`config.mk`:
```
export PLATFORM = sky130hd
export DESIGN_NAME = ccg_seq_bench_flat
export DESIGN_NICKNAME = d
export VERILOG_FILES = /design/src/rtl/ccg_seq_bench_pkg.sv /design/src/rtl/ccg_seq_bench_if.sv /design/src/rtl/ccg_seq_bench_pipe_stage.sv /design/src/rtl/ccg_seq_my.sv /design/src/flat_wrapper.sv
export SDC_FILE = /design/constraint.sdc
export NUM_CORES = 1
export LEC_CHECK = 0
export ABC_AREA = 1
export BUFFER_PORTS_ARGS = -buffer_cell sky130_fd_sc_hd__buf_2
export CORE_ASPECT_RATIO = 0.9
export CORE_MARGIN = 5
export CORE_UTILIZATION = 55
export CTS_BUF_LIST = sky130_fd_sc_hd__clkbuf_8
export DETAILED_ROUTE_END_ITERATION = 10
export PLACE_DENSITY = 0.72
export SYNTH_ARGS = -nofsm -noshare
export SYNTH_HDL_FRONTEND = slang
export SYNTH_HIERARCHICAL = 1
export SYNTH_SLANG_ARGS = --single-unit
```
`constraint.sdc`:
```
create_clock -name clk -period 1.4 [get_ports clk]
set_input_delay 0.07 -clock clk [delete_from_list [all_inputs] [get_ports clk]]
set_output_delay 0.07 -clock clk [all_outputs]
set_load 0.05 [all_outputs]
```
`src/rtl/ccg_seq_bench_pkg.sv`:
```
// Shared definitions for the pipelined CCG benchmark: term indexing and stage sizing.
// Latency: n/a (compile-time helpers only).
// Backpressure: n/a.
// Contents: parameter limits, idx() term pairing, per-stage fan-in and term counts.
package ccg_pkg;

   localparam int N_IN_MIN   = 3;
   localparam int N_GRP_MIN  = 1;
   localparam int STAGES_MIN = 1;
   localparam int STAGES_MAX = 4;

   // Partner bit of x[i] in the AND term of group g.
   function automatic int idx(input int i, input int g, input int n_in);
      return (i + g + 1) % n_in;
   endfunction

   // Fan-in used by every reduction stage: the smallest f with
   // f**(stages-1) >= n_in, so the reduction stages finish at one term.
   function automatic int red_fan(input int n_in, input int stages);
      int  f;
      int  p;
      bit  found;
      f     = n_in;
      found = 1'b0;
      if (stages > 1) begin
         for (int c = 2; c <= n_in; c++) begin
            if (!found) begin
               p = 1;
               for (int k = 0; k < stages - 1; k++) p = p * c;
               if (p >= n_in) begin
                  f     = c;
                  found = 1'b1;
               end
            end
         end
      end
      return f;
   endfunction

   // Fan-in of stage s (1-based). Stage 1 only registers the AND terms,
   // unless it is the sole stage, in which case it reduces everything.
   function automatic int stage_fan(input int n_in, input int stages, input int s);
      if (stages == 1) return n_in;
      if (s == 1)      return 1;
      return red_fan(n_in, stages);
   endfunction

   // Terms per group held after stage s; s = 0 means the raw AND terms.
   function automatic int stage_cnt(input int n_in, input int stages, input int s);
      int c;
      int f;
      if (stages == 1) return (s == 0) ? n_in : 1;
      c = n_in;
      f = red_fan(n_in, stages);
      for (int k = 2; k <= s; k++) c = (c + f - 1) / f;
      return c;
   endfunction

endpackage

```
`src/rtl/ccg_seq_bench_if.sv`:
```
// Valid/ready bus between stimulus source, CCG benchmark and result sink.
// Latency: n/a (wires only).
// Backpressure: out_ready from the sink, in_ready back to the source.
// Modports: master = source/sink side, slave = the benchmark block.
interface ccg_seq_bench_if #(
   parameter int N_IN  = 20,
   parameter int N_OUT = 10
);
   logic [N_IN-1:0]  in_data;
   logic             in_valid;
   logic             in_ready;
   logic             acc_clr;
   logic [N_OUT-1:0] out_data;
   logic             out_valid;
   logic             out_ready;

   modport master (
      output in_data, in_valid, acc_clr, out_ready,
      input  in_ready, out_data, out_valid
   );

   modport slave (
      input  in_data, in_valid, acc_clr, out_ready,
      output in_ready, out_data, out_valid
   );
endinterface

```
`src/rtl/ccg_seq_bench_pipe_stage.sv`:
```
// One pipeline stage: XOR-reduces groups of FAN adjacent terms and registers them with a valid bit.
// Latency: 1 cycle.
// Backpressure: holds valid and data unchanged while adv is low.
// Ports: clk, rst_n, adv (shift enable), in_vld/in_dat (N_GRP*W_IN), out_vld/out_dat (N_GRP*W_OUT).
module ccg_pipe_stage #(
   parameter int N_GRP = 2,
   parameter int W_IN  = 20,
   parameter int W_OUT = 1,
   parameter int FAN   = 20
) (
   input  logic                   clk,
   input  logic                   rst_n,
   input  logic                   adv,
   input  logic                   in_vld,
   input  logic [N_GRP*W_IN-1:0]  in_dat,
   output logic                   out_vld,
   output logic [N_GRP*W_OUT-1:0] out_dat
);

   logic [N_GRP*W_OUT-1:0] red;

   // Output term j of a group folds input terms [j*FAN, j*FAN+FAN-1],
   // clipped at the group's last term.
   for (genvar g = 0; g < N_GRP; g++) begin : gen_grp
      for (genvar j = 0; j < W_OUT; j++) begin : gen_term
         localparam int LO = g * W_IN + j * FAN;
         localparam int HI = g * W_IN + ((j * FAN + FAN < W_IN) ? (j * FAN + FAN) : W_IN) - 1;
         assign red[g*W_OUT + j] = ^in_dat[HI:LO];
      end
   end

   always_ff @(posedge clk or negedge rst_n) begin
      if (!rst_n) begin
         out_vld <= 1'b0;
         out_dat <= '0;
      end else if (adv) begin
         out_vld <= in_vld;
         out_dat <= red;
      end
   end

endmodule

// rtl/ccg_seq_my.sv
// Pipelined CCG benchmark: N_GRP quadratic parity functions of x, each replicated DUP times.
// Latency: STAGES cycles from input handshake to out_valid, one vector per cycle.
// Backpressure: whole pipe stalls while out_valid & !out_ready; in_ready = !out_valid | out_ready.
// Ports: clk, rst_n (async, active low), bus (slave: in_data/in_valid/in_ready, acc_clr,
// out_data/out_valid/out_ready). Optional macro CCG_ACC_EN adds a per-group XOR accumulator.
module ccg_seq_my
   import ccg_pkg::*;
#(
   parameter int N_IN   = 20,
   parameter int N_GRP  = 2,
   parameter int DUP    = 5,
   parameter int STAGES = 2
) (
   input  logic               clk,
   input  logic               rst_n,
   ccg_seq_bench_if.slave     bus
);

   if (N_IN < N_IN_MIN) begin : gen_chk_n_in
      $error("ccg_seq_my: N_IN below minimum");
   end
   if (N_GRP < N_GRP_MIN || N_GRP > N_IN - 1) begin : gen_chk_n_grp
      $error("ccg_seq_my: N_GRP out of range");
   end
   if (STAGES < STAGES_MIN || STAGES > STAGES_MAX) begin : gen_chk_stages
      $error("ccg_seq_my: STAGES out of range");
   end

   logic                  adv;
   logic [N_GRP*N_IN-1:0] terms;
   logic [N_GRP-1:0]      y;
   logic                  y_vld;
   logic [N_GRP-1:0]      r;

   // AND terms x[i] & x[(i+g+1) mod N_IN], N_IN per group, group-major.
   for (genvar g = 0; g < N_GRP; g++) begin : gen_and_grp
      for (genvar i = 0; i < N_IN; i++) begin : gen_and_bit
         assign terms[g*N_IN + i] = bus.in_data[i] & bus.in_data[idx(i, g, N_IN)];
      end
   end

   // Stage s narrows the terms per group from stage_cnt(s-1) to stage_cnt(s);
   // the last stage always ends at a single bit per group.
   for (genvar s = 1; s <= STAGES; s++) begin : gen_stg
      localparam int W_IN  = stage_cnt(N_IN, STAGES, s - 1);
      localparam int W_OUT = stage_cnt(N_IN, STAGES, s);
      localparam int FAN   = stage_fan(N_IN, STAGES, s);

      logic                   src_vld;
      logic [N_GRP*W_IN-1:0]  src_dat;
      logic                   vld;
      logic [N_GRP*W_OUT-1:0] dat;

      if (s == 1) begin : gen_src_in
         assign src_vld = bus.in_valid;
         assign src_dat = terms;
      end else begin : gen_src_prev
         assign src_vld = gen_stg[s-1].vld;
         assign src_dat = gen_stg[s-1].dat;
      end

      ccg_pipe_stage #(
         .N_GRP (N_GRP),
         .W_IN  (W_IN),
         .W_OUT (W_OUT),
         .FAN   (FAN)
      ) u_stage (
         .clk     (clk),
         .rst_n   (rst_n),
         .adv     (adv),
         .in_vld  (src_vld),
         .in_dat  (src_dat),
         .out_vld (vld),
         .out_dat (dat)
      );
   end

   assign y     = gen_stg[STAGES].dat;
   assign y_vld = gen_stg[STAGES].vld;

   // Bubbles are not collapsed: any stall freezes every stage.
   assign adv          = !y_vld || bus.out_ready;
   assign bus.in_ready = adv;
   assign bus.out_valid = y_vld;

`ifdef CCG_ACC_EN
   logic [N_GRP-1:0] acc;

   // A clear in the same cycle as an output handshake wins; the output
   // on the bus during that cycle still shows the pre-clear value.
   always_ff @(posedge clk or negedge rst_n) begin
      if (!rst_n) begin
         acc <= '0;
      end else if (bus.acc_clr) begin
         acc <= '0;
      end else if (y_vld && bus.out_ready) begin
         acc <= acc ^ y;
      end
   end

   assign r = y ^ acc;
`else
   logic unused_acc_clr;
   assign unused_acc_clr = bus.acc_clr;
   assign r = y;
`endif

   for (genvar g = 0; g < N_GRP; g++) begin : gen_rep
      assign bus.out_data[g*DUP +: DUP] = {DUP{r[g]}};
   end

endmodule

```
`src/flat_wrapper.sv`:
```
// flat-port wrapper written by rule: the top's interface ports become plain ports
module ccg_seq_bench_flat import ccg_pkg::*;
#(
   parameter int N_IN   = 20,
   parameter int N_GRP  = 2,
   parameter int DUP    = 5,
   parameter int STAGES = 2
)
  (clk, rst_n, bus_in_data, bus_in_valid, bus_acc_clr, bus_out_ready, bus_in_ready, bus_out_data, bus_out_valid);
  ccg_seq_bench_if #(.N_IN(N_IN), .N_OUT(10)) bus_i ();
  input  logic clk;
  input  logic rst_n;
  input wire logic [$bits(bus_i.in_data)-1:0] bus_in_data;
  input wire logic [$bits(bus_i.in_valid)-1:0] bus_in_valid;
  input wire logic [$bits(bus_i.acc_clr)-1:0] bus_acc_clr;
  input wire logic [$bits(bus_i.out_ready)-1:0] bus_out_ready;
  output wire logic [$bits(bus_i.in_ready)-1:0] bus_in_ready;
  output wire logic [$bits(bus_i.out_data)-1:0] bus_out_data;
  output wire logic [$bits(bus_i.out_valid)-1:0] bus_out_valid;
  assign bus_i.in_data = bus_in_data;
  assign bus_i.in_valid = bus_in_valid;
  assign bus_i.acc_clr = bus_acc_clr;
  assign bus_i.out_ready = bus_out_ready;
  assign bus_in_ready = bus_i.in_ready;
  assign bus_out_data = bus_i.out_data;
  assign bus_out_valid = bus_i.out_valid;
  ccg_seq_my #(.N_IN(N_IN), .N_GRP(N_GRP), .DUP(DUP), .STAGES(STAGES)) u_core (.clk(clk), .rst_n(rst_n), .bus(bus_i));
endmodule
```
==> flow_metrics.tcl, run 1 <==
set metrics [dict create \
    clkLatencyLatePin_ns 0.30 \
    regArea_sq_mm 0.00110 \
    arrival_ns 1.25 \
    ys_types 14 \
    die_y_um 78.5 \
    yosysSeqAreaShare_pct 38.4 \
    pwr-share-comb_pct 41.4 \
    cts_sinks 44 \
    cts_tree "done" \
    fmax_ghz 0.759 \
    min_period_ns 1.32 \
    setup_ws_ns 0.0821 \
    swShare_pct 43.7 \
    rows 25 \
    final_cell_mix "268 x nand2_1, 64 x inv_1, 43 x dfrtp_1" \
    slew_viol_final 0 \
    crit_path_start_kind "flop" \
    multi_input_area_sq_mm 0.00136 \
    core_region_area_sq_mm 0.00516 \
    grt_pass1_wl_um 9690 \
    h-tree-depth 2 \
    place_hpwl_um 3730 \
    post_cts_buffers 0 \
    pwr-share-clk_pct 22.4 \
    drc 0 \
    gp_congestion 0.738 \
    grt_max_degree 45 \
    final_common_cell "nand2_1" \
    grt_pass1_vias 2287 \
    vias 2372 \
    wl_um 5200 \
    hold_class "input pin to flop" \
    synth_area_leader_cell "dfrtp_1" \
    rsz0062_at_grt "true" \
    synth_area_per_cell_sq_um 6.44 \
    ys_ff_latch 44 \
    wl_per_cell_um 9.57 \
    via_per_inst 4.37 \
    synth_area_sq_mm 0.00287 \
    period_share_pct 94.1 \
    clock_path_buffers 2 \
    root_buffer "clkbuf_8" \
    max_slew_margin_pct 82.9 \
    area_growth_pct 10.3 \
    antenna_found_initial 0 \
    synth_simple_gate_area_share_pct 40.5 \
    power.internal_mw 2.53 \
    p_seq_share_pct 36.2 \
    dp_slack_ns 0.102 \
    maxCapViolCount 0 \
    cp_max_fo 3 \
    synthTopCellsByArea "dfrtp_1 38%, nand2_1 35%, inv_1 8.4%, xnor2_1 3.7%, nand2_2 3.5%" \
    endpoint_kind "output port" \
    hold_viol_final 0 \
    synth_top_area_share_pct 38.4 \
    p_leak_nw 2.11 \
    synth_top_family_by_area "simple AND/OR/NAND/NOR gates" \
    skew_ns 0.00851 \
    grt_usage_pct 17.6 \
    nNetsFinal 500 \
    worst_pin_slew_ns 0.257 \
    status "complete, no violations" \
    diodes 0 \
    synth_compound_area_share_pct 0 \
    die_x_um 86.1 \
    critical_path_class "flop to output port" \
    start_util_pct 55.5 \
    overflow 0 \
    clk_transition_reported_paths_ns 0.09 \
    cts_buffers 5 \
    drtPass1Iterations 4 \
    synthAdderAreaFrac_pct 0 \
    ys_warn_count 6 \
    die_area_sq_mm 0.00676 \
    worst_ep_required_time_ns 1.33 \
    drtAntennaViolNets 0 \
    drtIter0Drc 98 \
    final_util_pct 61.3 \
    p_sw_mw 1.96 \
    nFillCells 487 \
    cellPowerDensity_mw_per_mm2 1420 \
    port-buffer-count 35 \
    setup_viol 0 \
    netlist_instances 445 \
    ir_drop_uv 1090 \
    synth.mux.area_fraction_pct 0 \
    drive_gt1_share_pct 14.7 \
    synth_xor_area_share_pct 6.72 \
    io_pins 37 \
    syn-num-nets 470 \
]
-- power by group through the flow --
| stage | combinational (mW) | clock, mW | sequential, mW |
|---|---|---|---|
| 6_report | 1.86 | 1.01 | 1.62 |
| 5_1_grt | 2.08 | 1.10 | 1.66 |
| 4_1_cts | 1.87 | 1.04 | 1.63 |
| 3_5_place_dp | 1.86 | 0 | 1.65 |
| 3_3_place_gp | 1.83 | 0 | 1.64 |
| 2_1_floorplan | 1.54 | 0 | 1.76 |
-- through the flow --
stage	setup TNS [ns]	hold WS (ns)	cell area [sq um]	power [mW]	instances
2_1_floorplan	0	-0.226	2870	3.30	445
3_3_place_gp	0	0.0605	3020	3.47	533
3_5_place_dp	0	0.0668	3020	3.51	533
4_1_cts	0	0.0834	3160	4.54	543
5_1_grt	-0.0459	0.0998	3160	4.84	543
6_report	0	0.0859	3160	4.49	543
-- cell usage after synthesis, drive strengths merged --
master    n
xor2     10
inv      67
buf      17
xnor2    12
nand3     6
dfrtp    44
nand2   285
nor2      4
-- area by class of cell --
| cell class | count | area share, % |
|---|---|---|
| Multi-Input combinational cell | 317 | 43.0 |
| Sequential cell | 44 | 34.8 |
| Inverter | 67 | 8.19 |
| Timing Repair Buffer | 40 | 7.67 |
| Tap cell | 67 | 2.65 |
| Clock buffer | 5 | 2.18 |
| Clock inverter | 3 | 1.46 |
-- repair_timing --
item / 4_1_cts / 5_1_grt
hold buffers: 2 / 0
endpoints found under the hold margin: 45 / 0
gates resized for setup: 0 / 1
endpoints found under the setup margin: 0 / 1
-- final timing paths --
kind / from / to / slack, ns / cells after the start
worst max-delay path: u_core/gen_stg[2].u_stage/out_vld$_DFFE_PN0P_ / bus_in_ready / 0.08 / 3
worst min-delay path: bus_in_data[3] / u_core/gen_stg[1].u_stage/out_dat[2]$_DFFE_PN0P_ / 0.09 / 5
worst max register to register: u_core/gen_stg[1].u_stage/out_dat[29]$_DFFE_PN0P_ / u_core/gen_stg[2].u_stage/out_dat[1]$_DFFE_PN0P_ / 0.14 / 12
worst min register to register: u_core/gen_stg[1].u_stage/out_dat[16]$_DFFE_PN0P_ / u_core/gen_stg[1].u_stage/out_dat[16]$_DFFE_PN0P_ / 0.50 / 2
max in group asynchronous: rst_n / u_core/gen_stg[2].u_stage/out_vld$_DFFE_PN0P_ / 0.92 / 3
min in group asynchronous: rst_n / u_core/gen_stg[1].u_stage/out_dat[30]$_DFFE_PN0P_ / 0.25 / 3
-- flip-flops by register name (all words and copies together), names as in the netlist --
| signal | flops |
|---|---|
| u_core/gen_stg.u_stage/out_dat | 42 |
| u_core/gen_stg.u_stage/out_vld | 2 |
-- worst max-delay path, stage by stage (launching register included) --
cell	delay [ns]
dfrtp_2	0.42
nand2_2	0.10
buf_4	0.15
buf_2	0.26
-- per-layer routing --
metal | up-vias | routed length, um | GRT usage [%] | share of wire (%)
met4 | 0 | 56 | 4.27 | 1.1
li1 | 1329 | - | - | -
met2 | 36 | 2390 | 31.0 | 46
met5 | - | 0 | 0 | 0
met3 | 6 | 222 | 3.78 | 4.3
met1 | 1001 | 2520 | 21.8 | 49
-- logic make-up (layout without fill, tap and decap cells) --
logic type	count (synthesis)	in the layout
buffers and inverters	84	115
DFF	44	44
xor gates and xnor gates	22	22
and+or+nand+nor	295	295
Note: power is estimated with default switching activity, not from simulation.
==> run 2: changes to the inputs <==
==> constraint.sdc (replaced) <==
create_clock -name clk -period 1.5 [get_ports clk]
set_input_delay 0.075 -clock clk [delete_from_list [all_inputs] [get_ports clk]]
set_output_delay 0.075 -clock clk [all_outputs]
set_load 0.05 [all_outputs]
==> flow_metrics.tcl, run 2 (synthesis gave the netlist of run 1 again) <==
set metrics [dict create \
    die_x_um 86.1 \
    min_period_ns 1.34 \
    drtIter0Drc 91 \
    post_cts_buffers 0 \
    arrival_ns 1.53 \
    dp_slack_ns 0.226 \
    multi_input_area_sq_mm 0.00136 \
    final_common_cell "nand2_1" \
    cp_max_fo 3 \
    cts_sinks 44 \
    place_hpwl_um 3770 \
    final_cell_mix "268 x nand2_1, 63 x inv_1, 43 x dfrtp_1" \
    final_util_pct 61.0 \
    cellPowerDensity_mw_per_mm2 1330 \
    vias 2385 \
    dp.cells 532 \
    maxCapViolCount 0 \
    endpoint_kind "flop" \
    setup_ws_ns 0.164 \
    crit_path_start_kind "flop" \
    hold_slack_ns 0.0983 \
    clk_transition_reported_paths_ns 0.09 \
    antenna_found_initial 0 \
    drive_gt1_share_pct 14.5 \
    stdcell_count 542 \
    fmax_ghz 0.749 \
    core_region_area_sq_mm 0.00516 \
    largest_register_ffs 42 \
    rsz0062_at_grt "false" \
    drtPass1Iterations 4 \
    nNetsFinal 499 \
    status "complete, no violations" \
    overflow 0 \
    io_pins 37 \
    clkLatencyLatePin_ns 0.30 \
    diodes 0 \
    ir_drop_uv 1010 \
    wl_per_cell_um 9.73 \
    grt_usage_pct 17.5 \
    tns_ns 0 \
    root_buffer "clkbuf_8" \
    clock_path_buffers 2 \
    placed_area_sq_mm 0.00302 \
    worst_pin_slew_ns 0.260 \
    rows 25 \
    hold_viol_final 0 \
    wl_um 5270 \
    grt_pass1_wl_um 9560 \
    port-buffer-count 35 \
    hold_class "input pin to flop" \
    regArea_sq_mm 0.00110 \
    die_area_sq_mm 0.00676 \
    period_share_pct 89.1 \
    h-tree-depth 2 \
    grt_pass1_vias 2280 \
    area_growth_pct 9.91 \
    design_area_sq_mm 0.00315 \
    worst_ep_required_time_ns 1.70 \
    nFillCells 479 \
    cts_tree "done" \
    largest_register "u_core/gen_stg.u_stage/out_dat" \
    slew_viol_final 0 \
    max_slew_margin_pct 82.6 \
    grt_max_degree 45 \
    critical_path_class "flop to flop" \
    reg.largest.list "u_core/gen_stg.u_stage/out_dat x42, u_core/gen_stg.u_stage/out_vld x2" \
    p_total_mw 4.17 \
    cts_buffers 5 \
    drtAntennaViolNets 0 \
    setup_viol 0 \
    skew_ns 0.00873 \
    start_util_pct 55.5 \
    gp_congestion 0.762 \
    drc 0 \
    via_per_inst 4.40 \
    p_leak_nw 2.10 \
    die_y_um 78.5 \
]
-- run 2: changes by cell type in the layout (fill, tap and decap cells not counted) --
cell,before,now
nand3_2,1,0
inv_2,2,3
buf_4,1,0
nand3_1,5,6
inv_1,64,63
-- run 2: critical path, cell delays in order (launching register included) --
cell	delay, ns
dfrtp_1	0.43
xnor2_1	0.23
nand2_1	0.09
nand2_1	0.09
nand2_1	0.07
nand2_2	0.07
nand3_1	0.08
nand3_1	0.13
nand2_1	0.06
-- run 2: routing by layer --
metal,GRT usage (%),vias to the layer above,part of all wire (%)
met5,0,-,0
met4,5.22,0,1.1
met3,3.36,4,3.3
met2,30.4,30,47
met1,21.7,1029,49
li1,-,1322,-
-- run 2: what timing repair did --
item	in CTS	in global routing
resized for setup	0	1
setup endpoints to repair	0	1
hold buffers	2	0
hold endpoints to repair	45	0
-- run 2: final timing paths --
check	startpoint	depth (start not counted)	slack, ns	endpoint
setup / recovery	u_core/gen_stg[1].u_stage/out_dat[21]$_DFFE_PN0P_	8	0.16	u_core/gen_stg[2].u_stage/out_dat[1]$_DFFE_PN0P_
hold / removal	bus_in_data[15]	5	0.1	u_core/gen_stg[1].u_stage/out_dat[14]$_DFFE_PN0P_
setup reg to reg	u_core/gen_stg[1].u_stage/out_dat[21]$_DFFE_PN0P_	8	0.16	u_core/gen_stg[2].u_stage/out_dat[1]$_DFFE_PN0P_
hold reg to reg	u_core/gen_stg[1].u_stage/out_dat[16]$_DFFE_PN0P_	2	0.50	u_core/gen_stg[1].u_stage/out_dat[16]$_DFFE_PN0P_
max in group asynchronous	rst_n	3	1.00	u_core/gen_stg[2].u_stage/out_vld$_DFFE_PN0P_
min in group asynchronous	rst_n	3	0.28	u_core/gen_stg[1].u_stage/out_dat[34]$_DFFE_PN0P_
-- run 2: power breakdown --
group	switching (mW)	internal (mW)
Clock	0.428	0.502
Sequential	0.171	1.35
Combinational	1.23	0.500
Total	1.83	2.35
-- run 2: final cells by class --
cell class,instances,area share (%)
clock buffer,5,2.18
clock inverter,3,1.47
inverter,67,8.22
multi-input combinational,317,43.0
sequential,44,35.0
tap,67,2.66
timing repair buffer,39,7.47
